`src/rtl/ctrl_pkg.sv`:
```
// Shared encodings for the multi-cycle RV32I controller.
// Latency: n/a (constants only).
// Backpressure: n/a.
package ctrl_pkg;

    // Controller state codes; the debug port exposes these values directly.
    localparam logic [2:0] ST_IDLE   = 3'd0;
    localparam logic [2:0] ST_FETCH  = 3'd1;
    localparam logic [2:0] ST_DECODE = 3'd2;
    localparam logic [2:0] ST_EXEC   = 3'd3;
    localparam logic [2:0] ST_MEM    = 3'd4;
    localparam logic [2:0] ST_WB     = 3'd5;
    localparam logic [2:0] ST_TRAP   = 3'd6;

    // Supported RV32I major opcodes (IR[6:0]).
    localparam logic [6:0] OP_R      = 7'b0110011;
    localparam logic [6:0] OP_I      = 7'b0010011;
    localparam logic [6:0] OP_LOAD   = 7'b0000011;
    localparam logic [6:0] OP_STORE  = 7'b0100011;
    localparam logic [6:0] OP_BRANCH = 7'b1100011;
    localparam logic [6:0] OP_JAL    = 7'b1101111;
    localparam logic [6:0] OP_JALR   = 7'b1100111;

    // Instruction classes produced by opcode_class.
    localparam logic [2:0] CLS_R      = 3'd0;
    localparam logic [2:0] CLS_I      = 3'd1;
    localparam logic [2:0] CLS_LOAD   = 3'd2;
    localparam logic [2:0] CLS_STORE  = 3'd3;
    localparam logic [2:0] CLS_BRANCH = 3'd4;
    localparam logic [2:0] CLS_JAL    = 3'd5;
    localparam logic [2:0] CLS_JALR   = 3'd6;

    // Datapath mux selects.
    localparam logic       IOD_PC       = 1'b0;
    localparam logic       IOD_ALUOUT   = 1'b1;
    localparam logic [1:0] MTR_ALUOUT   = 2'b00;
    localparam logic [1:0] MTR_MDR      = 2'b01;
    localparam logic [1:0] MTR_PC       = 2'b10;
    localparam logic [1:0] SRCA_RS1     = 2'b00;
    localparam logic [1:0] SRCA_PC      = 2'b01;
    localparam logic [1:0] SRCA_OLDPC   = 2'b10;
    localparam logic [1:0] SRCB_RS2     = 2'b00;
    localparam logic [1:0] SRCB_FOUR    = 2'b01;
    localparam logic [1:0] SRCB_IMM     = 2'b10;
    localparam logic [1:0] ALUOP_ADD    = 2'b00;
    localparam logic [1:0] ALUOP_CMP    = 2'b01;
    localparam logic [1:0] ALUOP_FUNCT  = 2'b10;
    localparam logic       PCSRC_ALU    = 1'b0;
    localparam logic       PCSRC_ALUOUT = 1'b1;

endpackage

```
`src/rtl/opcode_class.sv`:
```
// Maps a 7-bit RV32I opcode to an instruction class plus an illegal flag.
// Latency: purely combinational.
// Backpressure: none.
module opcode_class
    import ctrl_pkg::*;
(
    input  logic [6:0] opcode,
    output logic [2:0] op_class,
    output logic       illegal
);

    // Classify the opcode; anything outside the supported set is illegal.
    always_comb begin
        op_class = CLS_R;
        illegal  = 1'b0;
        case (opcode)
            OP_R:      op_class = CLS_R;
            OP_I:      op_class = CLS_I;
            OP_LOAD:   op_class = CLS_LOAD;
            OP_STORE:  op_class = CLS_STORE;
            OP_BRANCH: op_class = CLS_BRANCH;
            OP_JAL:    op_class = CLS_JAL;
            OP_JALR:   op_class = CLS_JALR;
            default:   illegal  = 1'b1;
        endcase
    end

endmodule

```
`src/rtl/multicycle_ctrl.sv`:
```
// Moore FSM sequencing one RV32I instruction through fetch/decode/exec/mem/wb.
// Latency: 3 (branch/jal/jalr), 4 (R/I/store), 5 (load) cycles plus memory waits.
// Backpressure: holds in FETCH/MEM while mem_ready is low; illegal opcode parks in TRAP.
module multicycle_ctrl
    import ctrl_pkg::*;
#(
    parameter int CNT_W = 32
) (
    input  logic             clk,
    input  logic             rst_n,
    input  logic [6:0]       opcode,
    input  logic             taken,
    input  logic             mem_ready,
    output logic             pc_write,
    output logic             ir_write,
    output logic             i_or_d,
    output logic             mem_read,
    output logic             mem_write,
    output logic             reg_write,
    output logic [1:0]       mem_to_reg,
    output logic [1:0]       alu_src_a,
    output logic [1:0]       alu_src_b,
    output logic [1:0]       alu_op,
    output logic             pc_src,
    output logic             halted,
    output logic [CNT_W-1:0] retired,
    output logic [2:0]       state
);

    logic [2:0]       state_q, state_d;
    logic [6:0]       op_q, op_d;
    logic [CNT_W-1:0] retired_q, retired_d;
    logic [6:0]       cls_opcode;
    logic [2:0]       cls;
    logic             cls_illegal;

    // DECODE judges the live IR opcode; every later state works from the latched copy.
    assign cls_opcode = (state_q == ST_DECODE) ? opcode : op_q;

    opcode_class u_opcode_class (
        .opcode   (cls_opcode),
        .op_class (cls),
        .illegal  (cls_illegal)
    );

    // Next-state, opcode latch and retire counting.
    always_comb begin
        state_d   = state_q;
        op_d      = op_q;
        retired_d = retired_q;
        case (state_q)
            ST_IDLE:   state_d = ST_FETCH;
            ST_FETCH:  if (mem_ready) state_d = ST_DECODE;
            ST_DECODE: begin
                op_d    = opcode;
                state_d = cls_illegal ? ST_TRAP : ST_EXEC;
            end
            ST_EXEC: begin
                case (cls)
                    CLS_R, CLS_I:        state_d = ST_WB;
                    CLS_LOAD, CLS_STORE: state_d = ST_MEM;
                    default:             state_d = ST_FETCH;
                endcase
            end
            ST_MEM:    if (mem_ready) state_d = (cls == CLS_LOAD) ? ST_WB : ST_FETCH;
            ST_WB:     state_d = ST_FETCH;
            ST_TRAP:   state_d = ST_TRAP;
            default:   state_d = ST_IDLE;
        endcase
        // An instruction retires whenever we re-enter FETCH from anywhere but IDLE.
        if (state_d == ST_FETCH && state_q != ST_FETCH && state_q != ST_IDLE) begin
            retired_d = retired_q + CNT_W'(1);
        end
    end

    // State, opcode latch and counter registers.
    always_ff @(posedge clk or negedge rst_n) begin
        if (!rst_n) begin
            state_q   <= ST_IDLE;
            op_q      <= 7'd0;
            retired_q <= '0;
        end else begin
            state_q   <= state_d;
            op_q      <= op_d;
            retired_q <= retired_d;
        end
    end

    // Output decode from state and latched class; pc_write also follows mem_ready/taken.
    always_comb begin
        pc_write   = 1'b0;
        ir_write   = 1'b0;
        i_or_d     = IOD_PC;
        mem_read   = 1'b0;
        mem_write  = 1'b0;
        reg_write  = 1'b0;
        mem_to_reg = MTR_ALUOUT;
        alu_src_a  = SRCA_RS1;
        alu_src_b  = SRCB_RS2;
        alu_op     = ALUOP_ADD;
        pc_src     = PCSRC_ALU;
        halted     = 1'b0;
        case (state_q)
            ST_FETCH: begin
                mem_read  = 1'b1;
                alu_src_a = SRCA_PC;
                alu_src_b = SRCB_FOUR;
                ir_write  = mem_ready;
                pc_write  = mem_ready;
            end
            ST_DECODE: begin
                alu_src_a = SRCA_OLDPC;
                alu_src_b = SRCB_IMM;
            end
            ST_EXEC: begin
                case (cls)
                    CLS_R: alu_op = ALUOP_FUNCT;
                    CLS_I: begin
                        alu_src_b = SRCB_IMM;
                        alu_op    = ALUOP_FUNCT;
                    end
                    CLS_LOAD, CLS_STORE: alu_src_b = SRCB_IMM;
                    CLS_BRANCH: begin
                        alu_op   = ALUOP_CMP;
                        pc_src   = PCSRC_ALUOUT;
                        pc_write = taken;
                    end
                    CLS_JAL: begin
                        reg_write  = 1'b1;
                        mem_to_reg = MTR_PC;
                        pc_src     = PCSRC_ALUOUT;
                        pc_write   = 1'b1;
                    end
                    CLS_JALR: begin
                        // rs1 is sampled before the edge, so rd==rs1 still jumps via the old value.
                        alu_src_b  = SRCB_IMM;
                        reg_write  = 1'b1;
                        mem_to_reg = MTR_PC;
                        pc_write   = 1'b1;
                    end
                    default: ;
                endcase
            end
            ST_MEM: begin
                i_or_d    = IOD_ALUOUT;
                mem_read  = (cls == CLS_LOAD);
                mem_write = (cls == CLS_STORE);
            end
            ST_WB: begin
                reg_write  = 1'b1;
                mem_to_reg = (cls == CLS_LOAD) ? MTR_MDR : MTR_ALUOUT;
            end
            ST_TRAP:  halted = 1'b1;
            default: ;
        endcase
    end

    assign retired = retired_q;
    assign state   = state_q;

endmodule
```
`config.mk`:
```
export PLATFORM = sky130hd
export DESIGN_NAME = multicycle_ctrl
export DESIGN_NICKNAME = d
export VERILOG_FILES = /design/src/rtl/ctrl_pkg.sv /design/src/rtl/opcode_class.sv /design/src/rtl/multicycle_ctrl.sv
export SDC_FILE = /design/constraint.sdc
export NUM_CORES = 1
export LEC_CHECK = 0
export ABC_AREA = 0
export CAP_MARGIN = 40
export CORE_ASPECT_RATIO = 1.5
export CORE_UTILIZATION = 35
export CTS_CLUSTER_DIAMETER = 80
export DETAILED_ROUTE_END_ITERATION = 6
export GPL_TIMING_DRIVEN = 0
export PLACE_DENSITY_LB_ADDON = 0.25
export SKIP_LAST_GASP = 1
export SLEW_MARGIN = 20
export SYNTH_ARGS = -nofsm -noshare
export SYNTH_HDL_FRONTEND = slang
export SYNTH_SLANG_ARGS = --single-unit
```
`constraint.sdc`:
```
create_clock -name clk -period 1.8 [get_ports clk]
set_input_delay 0.27 -clock clk [delete_from_list [all_inputs] [get_ports clk]]
set_output_delay 0.27 -clock clk [all_outputs]
set_load 0.03 [all_outputs]
```
==> reports/metrics.cfg, run 1 <==
[outcome]
status=finished, violations left
failed_checks=negative setup slack

[final_layout]
finalNetCount=354
drive_above_1_share_pct=38.8
antenna_cells=0
fill_cells=540
area_growth_pct=66.3
final_cells=419

[worst_setup_path]
cp-end-kind=output pin
worstPathRequired_ns=1.53
critPathMaxFanout=6
crit_path_start_kind=flip-flop
worst-setup-path-type=flip-flop to output pin
arrival_ns=2.26

[clock_network]
cts_buffers=5
cts-root-buf=clkbuf_8
htree_levels=2
cts_sinks=42
clkTransAtPathRegs_ns=0.08
cts_tree=built
clock_path_buffers=2
clkLatencyLatePin_ns=0.29

[route]
drt_wl_total_mm=7.31
viasPerCell=5.44
first_iter_violations=62
first_pass_iters=4
drt-wirelength-per-cell_um=17.4
ant_nets=0
route.detailed.drc=0
dr_total_vias=2281

[hold_path]
hp-class=input pin to async pin

[sta]
max_freq_ghz=0.395
finalSetupViolations=47
finalCritPeriodShare_pct=140
tightest_slew_ns=0.481
rsz0062_at_grt=true
maxSlewViolCount=0
setup_ws_ns=-0.729
finalHoldViolations=0
fin_crit_ns=2.53
fin_skew_ns=0.00514
max_slew_margin_pct=67.9
fin_setup_tns_ns=-16.77
holdWs_ns=0.393

[power]
power_density_nw_per_um2=1210
irDropWorstVdd_uv=707
finalPower_mw=4.82
p_leak_nw=1.66

[synth]
synth_edf_count=0
synthXorXnorAreaFrac_pct=11.3
yosys_register_bits=42
yosys.area_share.adder_pct=0.521
synth_compound_area_share_pct=10.0
synthSimpleGateAreaFrac_pct=26.9
synth_mux_area_share_pct=3.54
synthArstFlopShare_pct=100
syn_nets=245
synthesis.area_per_instance_um2=10.3
synth_top_family_by_area=simple AND/OR/NAND/NOR gates
yosysUniqueCellTypes=53
syn_area_um2=2400
ys_warn_count=0
synthFlopType=dfrtp_1
netlist_instances=233
synth_seq_area_share_pct=43.8

[global_route]
grt_pass1_vias=2204
gr-total-overflow=0
grt_usage_pct=19.4
grt_first_pass_wirelength_mm=10.9
antenna_found_initial=0
grt_max_degree=32

[floorplanning]
core_um2=6580
die_area_um2=7200
num_rows=36
die_h_um=103
die_w_um=69.6
pin_count=62
initial_utilization_pct=36.5

[run]
cap_violations=0

[placed_design]
gp_congestion=0.804
port-buffer-count=61
dp_cells=371
post-dp-hpwl_mm=4.61

-- per-stage QoR --
step,util (%),setup slack (ns),cell area (um^2)
after floorplan,-,-0.481,2520
after global placement,49.1,-1.08,3230
after detailed placement,49.3,-1.10,3240
after CTS,56.2,-0.689,3690
after global routing,60.7,-0.813,3990
final,60.7,-0.729,3990
-- registers in the layout (all words and copies together) (netlist names) --
name and count:
state 3, op_q 7, retired 32
-- where the power goes --
| part | internal (mW) | switching (mW) | total [mW] |
|---|---|---|---|
| combinational | 1.31 | 1.49 | 2.80 |
| sequential | 1.12 | 0.257 | 1.37 |
| clock | 0.308 | 0.332 | 0.641 |
-- layer usage --
metal	part of all wire (%)	GRT usage, %
met4	2.9	6.62
met1	41	22.0
met3	3.9	2.71
met5	0	0
met2	53	37.2
-- cell usage after synthesis (all sizes together) (7+ instances only) --
cell | count | share of area [%]
dfrtp | 42 | 44
nand2 | 21 | 3.3
xnor2 | 21 | 7.7
nand3 | 15 | 3.1
nand4 | 13 | 3.4
inv | 10 | 1.6
xor2 | 10 | 3.6
and3 | 8 | 2.1
and4 | 7 | 2.6
nor2 | 7 | 1.1
nor3 | 7 | 1.5
-- cell type report --
type	count	area [um^2]	share of cell area, %
multi-input cells	174	1640	41.2
clock inverters	2	12.5	0.313
inverters	10	37.5	0.940
repair buffers	104	1000	25.2
flip-flops and latches	42	1060	26.4
clock buffers	6	82.6	2.07
well taps	76	95.1	2.38
plain buffers	5	61.3	1.54
-- cell families (layout without fill, tap and decap cells) --
logic type,after synthesis,count (layout)
adders and majority gates,1,1
buffers and inverters,18,127
DFF,42,42
xor gates and xnor gates,31,31
and+or+nand+nor,106,106
AOI/OAI and AO/OA,27,28
muxes,8,8
-- cell usage in the layout (no fill, tap or decap), drive strengths merged, types with 6 or more instances in the layout --
cell type,instances
nor4,6
nor3,7
nand4,13
inv,10
clkbuf,7
and4,7
and3,8
dfrtp,42
nand3,15
xor2,10
nor2,7
buf,62
xnor2,21
clkdlybuf4s50,40
o21ai,6
nand2,21
-- final timing paths --
kind	from	endpoint	slack, ns	depth (start not counted)
max in group asynchronous	rst_n	state[1]$_DFF_PN0_	0.91	3
setup / recovery	state[2]$_DFF_PN0_	alu_src_b[1]	-0.73	8
hold / removal	rst_n	op_q[1]$_DFF_PN0_	0.39	2
hold reg to reg	retired[31]$_DFFE_PN0P_	retired[31]$_DFFE_PN0P_	0.48	1
min in group clk	opcode[5]	op_q[5]$_DFF_PN0_	0.46	2
setup reg to reg	state[1]$_DFF_PN0_	retired[16]$_DFFE_PN0P_	-0.39	10
-- critical path: stages (launching register included) --
cell	delay [ns]
dfrtp_2	0.43
buf_8	0.13
nor3b_4	0.21
buf_12	0.17
mux2i_4	0.23
nand4b_1	0.17
buf_4	0.19
a311oi_2	0.24
buf_4	0.20
-- repair_timing --
item / in CTS / in global routing
pin swaps: 21 / 22
hold buffers: 1 / 0
setup buffers: 21 / 21
gates resized for setup: 138 / 37
endpoints found under the setup margin: 47 / 51
endpoints found under the hold margin: 11 / 0
cloned: 1 / 0
Power figures use the tool's default switching activity.
==> run 2: changes to the inputs <==
--- a/config.mk
+++ b/config.mk
@@ -6,7 +6,6 @@
 export NUM_CORES = 1
 export LEC_CHECK = 0
 export ABC_AREA = 0
-export CAP_MARGIN = 40
 export CORE_ASPECT_RATIO = 1.5
 export CORE_UTILIZATION = 35
 export CTS_CLUSTER_DIAMETER = 80
==> results of run 2 <==
Final layout, timing and power as in run 1 (identical DEF).
